## config.mk

```make
export PLATFORM = sky130hd
export DESIGN_NAME = tug_key_conditioner
export DESIGN_NICKNAME = d
export VERILOG_FILES = /design/src/rtl/tug_key_conditioner.sv
export SDC_FILE = /design/constraint.sdc
export NUM_CORES = 1
export LEC_CHECK = 0
export CELL_PAD_IN_SITES_DETAIL_PLACEMENT = 0
export CELL_PAD_IN_SITES_GLOBAL_PLACEMENT = 2
export CORE_MARGIN = 4
export CORE_UTILIZATION = 36
export DETAILED_ROUTE_END_ITERATION = 8
export PLACE_DENSITY = 0.81
export SLEW_MARGIN = 20
export SYNTH_ARGS = -nofsm -noshare
export SYNTH_HDL_FRONTEND = slang
export SYNTH_SLANG_ARGS = --single-unit
```

## constraint.sdc

```tcl
create_clock -name Clock -period 4.15 [get_ports Clock]
set_clock_uncertainty 0.05 [all_clocks]
set_input_delay 0.83 -clock Clock [delete_from_list [all_inputs] [get_ports Clock]]
set_output_delay 0.83 -clock Clock [all_outputs]
set_load 0.01 [all_outputs]
```

## src/rtl/tug_key_conditioner.sv

```systemverilog
// Two-channel pushbutton front end for the tug-of-war light chain: synchronize,
// debounce and one-shot each key so a physical press yields exactly one pulse.
module tug_key_conditioner #(
  parameter int unsigned DEBOUNCE_CYCLES = 4,
  parameter bit          ACTIVE_LOW      = 1'b1
) (
  input  logic Clock,
  input  logic reset,
  input  logic key_l_raw,
  input  logic key_r_raw,
  input  logic freeze,
  output logic L,
  output logic R,
  output logic l_held,
  output logic r_held
);

  localparam int unsigned     CW       = $clog2(DEBOUNCE_CYCLES + 1);
  localparam logic [CW-1:0]   CNT_ONE  = CW'(1);
  localparam logic [CW-1:0]   CNT_LAST = CW'(DEBOUNCE_CYCLES - 1);

  if (DEBOUNCE_CYCLES < 2) begin : g_cfg_check
    $error("tug_key_conditioner: DEBOUNCE_CYCLES must be >= 2");
  end

  typedef enum logic [1:0] {
    IDLE,
    PRESS_WAIT,
    HELD,
    REL_WAIT
  } state_e;

  logic [1:0] key_raw;
  logic [1:0] p_raw;
  logic [1:0] pulse;
  logic [1:0] held;

  assign key_raw = {key_r_raw, key_l_raw};
  assign p_raw   = ACTIVE_LOW ? ~key_raw : key_raw;

  // Channel 0 is left, channel 1 is right; no arbitration between them.
  for (genvar g = 0; g < 2; g++) begin : g_chan
    logic          s1_q, s2_q;
    logic          pulse_q, pulse_d;
    state_e        state_q, state_d;
    logic [CW-1:0] cnt_q, cnt_d;

    always_ff @(posedge Clock or posedge reset) begin
      if (reset) begin
        s1_q    <= 1'b0;
        s2_q    <= 1'b0;
        state_q <= IDLE;
        cnt_q   <= '0;
        pulse_q <= 1'b0;
      end else begin
        s1_q    <= p_raw[g];
        s2_q    <= s1_q;
        state_q <= state_d;
        cnt_q   <= cnt_d;
        pulse_q <= pulse_d;
      end
    end

    always_comb begin
      state_d = state_q;
      cnt_d   = cnt_q;
      pulse_d = 1'b0;
      case (state_q)
        IDLE: begin
          if (s2_q) begin
            state_d = PRESS_WAIT;
            cnt_d   = CNT_ONE;
          end else begin
            cnt_d = '0;
          end
        end
        PRESS_WAIT: begin
          if (!s2_q) begin
            state_d = IDLE;
            cnt_d   = '0;
          end else if (cnt_q == CNT_LAST) begin
            // Freeze is only looked at here, so a frozen press is consumed.
            state_d = HELD;
            cnt_d   = '0;
            pulse_d = ~freeze;
          end else begin
            cnt_d = cnt_q + CNT_ONE;
          end
        end
        HELD: begin
          if (!s2_q) begin
            state_d = REL_WAIT;
            cnt_d   = CNT_ONE;
          end
        end
        REL_WAIT: begin
          if (s2_q) begin
            state_d = HELD;
            cnt_d   = '0;
          end else if (cnt_q == CNT_LAST) begin
            state_d = IDLE;
            cnt_d   = '0;
          end else begin
            cnt_d = cnt_q + CNT_ONE;
          end
        end
        default: begin
          state_d = IDLE;
          cnt_d   = '0;
        end
      endcase
    end

    assign pulse[g] = pulse_q;
    assign held[g]  = (state_q == HELD) || (state_q == REL_WAIT);
  end

  assign L      = pulse[0];
  assign R      = pulse[1];
  assign l_held = held[0];
  assign r_held = held[1];

endmodule

```

Yosys cells after proc, flatten, opt, wreduce, memory -nomap -nowiden
Index checks and enable logic that the tools add are counted.
Widths: inputs -> output; s select.
Storage, ports and cells
  flip-flop bits (word level): 16
  bits of input ports: 5
  output and inout port bits: 4
  logic and storage cells: 68
Operators by class
  $add $sub $neg: 2
  eq/ne operators: 16
  muxes and demuxes: 32
  bitwise logic cells: 2
  reduce and logical (&&, ||, !) cells: 6
Operator list (number)
  $mux 2: 12
  $mux 3: 8
  $pmux 3 s4: 2
  $pmux 2 s4: 2
  $ne 3x3->1 const B: 4
  $eq 2x2->1 const B: 4
  $mux 1: 8
  $ne 2x2->1 const B: 4
  $reduce_and 4->1: 2
  $add 3x1->3 const B: 2
  $eq 3x2->1 const B: 2
  $eq 2x1->1 const B: 2
  $logic_not 2->1: 2
  $logic_or 1x1->1: 2
  $not 2->2: 1
  $not 1->1: 1

Depth between registers and ports, before layout
  depth after elaboration: 4
  gate-level depth with buffers: 4
  depth with buffers taken out: 4

Worst setup path before layout
OpenSTA, ideal clock, no wires.
  path kind: flip-flop to output port
  start: register (tool-made name)
  end: output r_held
  arrival: 0.612 ns
  required time: 3.270 ns
  slack: 2.658 ns
  stages on the path, launching flop included: 3
  buffers on the path: 2
  path through: dfrtp_1 buf_2 clkbuf_1
RTL lines
  end: declaration: RTL line 15  | output logic r_held

==> impl_metrics.json <==
{
  "rows": 15,
  "clock_tree.buffer_depth": 2,
  "drc_errors": 0,
  "max_cap_viol_count": 0,
  "peakVddDrop_mv": 0.237,
  "total_power_density_per_cell_area_nw_per_um2": 563,
  "synth_cell_type_count": 27,
  "synthArstFlopShare": 1.00,
  "cp-end-kind": "output port",
  "critical_path.n_buffers_inverters": 1,
  "synth_most_common_cell": "sky130_fd_sc_hd__dfrtp_1",
  "tritoncts_num_sinks": 16,
  "synth_nets": 71,
  "ys.warnings.count": 0,
  "post_cts_hold_buffer_count": 0,
  "crit_path_max_fanout": 10,
  "clkSlewWorstSetupHoldPaths_ns": 0.08,
  "hold_viol_final": 0,
  "vias": 461,
  "ys_top_cells_by_count": "16 x sky130_fd_sc_hd__dfrtp_1, 4 x sky130_fd_sc_hd__inv_1, 4 x sky130_fd_sc_hd__nand2_1, 4 x sky130_fd_sc_hd__nor3_1",
  "post-cts-setup-buffer-count": 0,
  "postSynthRegisterBits": 16,
  "layout_cell_share_with_drive_strength_beyond_1": 0.127,
  "startpoint_type_of_the_worst_setup_path": "flip-flop",
  "die_area_um2": 2780,
  "firstDrtPassIters": 4,
  "p_leak_uw": 0.000378,
  "insertedDiodeCount": 0,
  "fmaxAchievable_mhz": 443,
  "synth_sequential_area_ratio": 0.556,
  "layout.nets": 80,
  "criticalPathCategory": "flip-flop to output port",
  "min_delay_path_class": "flip-flop to flip-flop",
  "cts_htree_levels": 1,
  "path_delay_family": "buffers and inverters",
  "worstSkewPairLatency_ns": 0.27,
  "final.setup.tns_ns": 0,
  "number_of_antenna_violations_at_the_first_check_in_global_routing": 0,
  "chain_of_cells_forming_the_critical_path": "clkdlybuf4s50_1",
  "synth-edff-count": 0,
  "place.port_buffers": 8,
  "global_route_wire_length_before_repair_mm": 1.92,
  "slew_headroom": 0.619,
  "fin_crit_sh": 0.544,
  "core-area_um2": 1800,
  "syn_area_per_cell_um2": 11.3,
  "ioPinCount": 9,
  "overflow": 0,
  "timing.hold.ws_ns": 0.305,
  "clock_tree_from_tritoncts": "built",
  "grt.total_usage": 0.0950,
  "hpwlAfterDp_um": 794,
  "cts_buffers": 3,
  "worst_path_largest_cell_delay_ns": 0.60,
  "gp_congestion": 0.760,
  "fillers": 186,
  "layout-area-overhead-vs-synth_pct": 15.3,
  "setup_viol": 0,
  "initial_utilization": 0.400,
  "status": "complete, no violations",
  "grt_setup_unrepaired": "no",
  "antenna_left": 0,
  "synthesis.instances": 64,
  "wl_per_cell_um": 11.3,
  "cp_slowest_cell": "sky130_fd_sc_hd__clkdlybuf4s50_1",
  "initialDrtViolationCount": 20,
  "ys_dominant_reg_cell": "sky130_fd_sc_hd__dfrtp_1",
  "die_h_um": 52.7,
  "cts_repair_resize_count": 0,
  "die_w_um": 52.7,
  "arrival_ns": 1.38,
  "clk_root_buffer_cell": "sky130_fd_sc_hd__clkbuf_4",
  "synthDominantCellAreaShare": 0.556,
  "min_period_ns": 2.26,
  "post_synthesis_cell_area_um2": 721,
  "first_global_vias": 441,
  "transition_time_of_the_tightest_slew_check_pin_ns": 0.572,
  "wl_mm": 1.09,
  "via_per_inst": 4.80,
  "timing.final.max_slew_violations": 0,
  "synth.top_cells.by_area": "sky130_fd_sc_hd__dfrtp_1 56%, sky130_fd_sc_hd__ha_1 3.5%, sky130_fd_sc_hd__mux2_2 3.1%",
  "required_ns": 3.27,
  "grt_start_max_net_pins": 17,
  "synth.largest_area_cell": "sky130_fd_sc_hd__dfrtp_1"
}
## worst paths after layout
kind | startpoint | to | slack, ns | cells past startpoint
min in group asynchronous | reset | g_chan[0].cnt_q[2]$_DFFE_PP0P_ | 0.85 | 2
min reg2reg | g_chan[1].s1_q$_DFF_PP0_ | g_chan[1].s2_q$_DFF_PP0_ | 0.30 | 0
min | g_chan[1].s1_q$_DFF_PP0_ | g_chan[1].s2_q$_DFF_PP0_ | 0.30 | 0
max | flip-flop | r_held | 1.89 | 1
max in group asynchronous | reset | asynchronous set/reset pin | 2.82 | 2
max reg2reg | g_chan[1].cnt_q[0]$_DFFE_PP0P_ | flip-flop | 2.70 | 4
## report_power, final
part           leakage, uW  internal [uW]  switching (uW)
Clock            0.0000138           33.6            43.4
Sequential        0.000202            194            53.3
Combinational     0.000162           81.7            60.9
Total             0.000378            310             158
## cell type report
class | instances | area (um2) | area share
clock buffers | 3 | 22.5 | 0.0271
flip-flops and latches | 16 | 400 | 0.482
well taps | 25 | 31.3 | 0.0377
repair buffers | 8 | 80.1 | 0.0964
inverters | 4 | 15.0 | 0.0181
multi-input cells | 40 | 282 | 0.339
## metal layers
metal	up-vias	wire [um]	GRT usage
li1	234	-	-
met1	215	587	0.137
met2	10	422	0.130
met3	2	63	0.0256
met4	0	12	0.0426
met5	-	0	0
## stage by stage
step | setup WS, ns | cell area, um2 | instances | util | total power, uW
floorplan | 2.66 | 721 | 64 | - | 353
global placement | 2.20 | 808 | 93 | 0.449 | 392
detailed placement | 2.18 | 808 | 93 | 0.449 | 395
CTS | 1.88 | 831 | 96 | 0.461 | 471
global route | 1.81 | 831 | 96 | 0.461 | 508
finish | 1.89 | 831 | 96 | 0.461 | 467
## cells in the final DEF (no fill, tap or decap), drive strengths merged, types with 3 or more instances in the layout
master         Yosys  routed
nor3               4       4
nand2b             3       3
dfrtp             16      16
inv                4       4
nor2               3       3
clkbuf             2       3
clkdlybuf4s50      0       8
nand3              3       3
a21boi             3       3
nand2              4       4
## kinds of logic after synthesis
kind of cell    after synthesis  share of synthesized area
xor+xnor                      1                     0.0122
fa+ha+maj                     2                     0.0347
simple gates                 24                      0.198
compound gates               11                      0.115
buf+inv                       8                     0.0538
flops                        16                      0.556
mux                           2                     0.0312
Power figures use the tool's default switching activity.
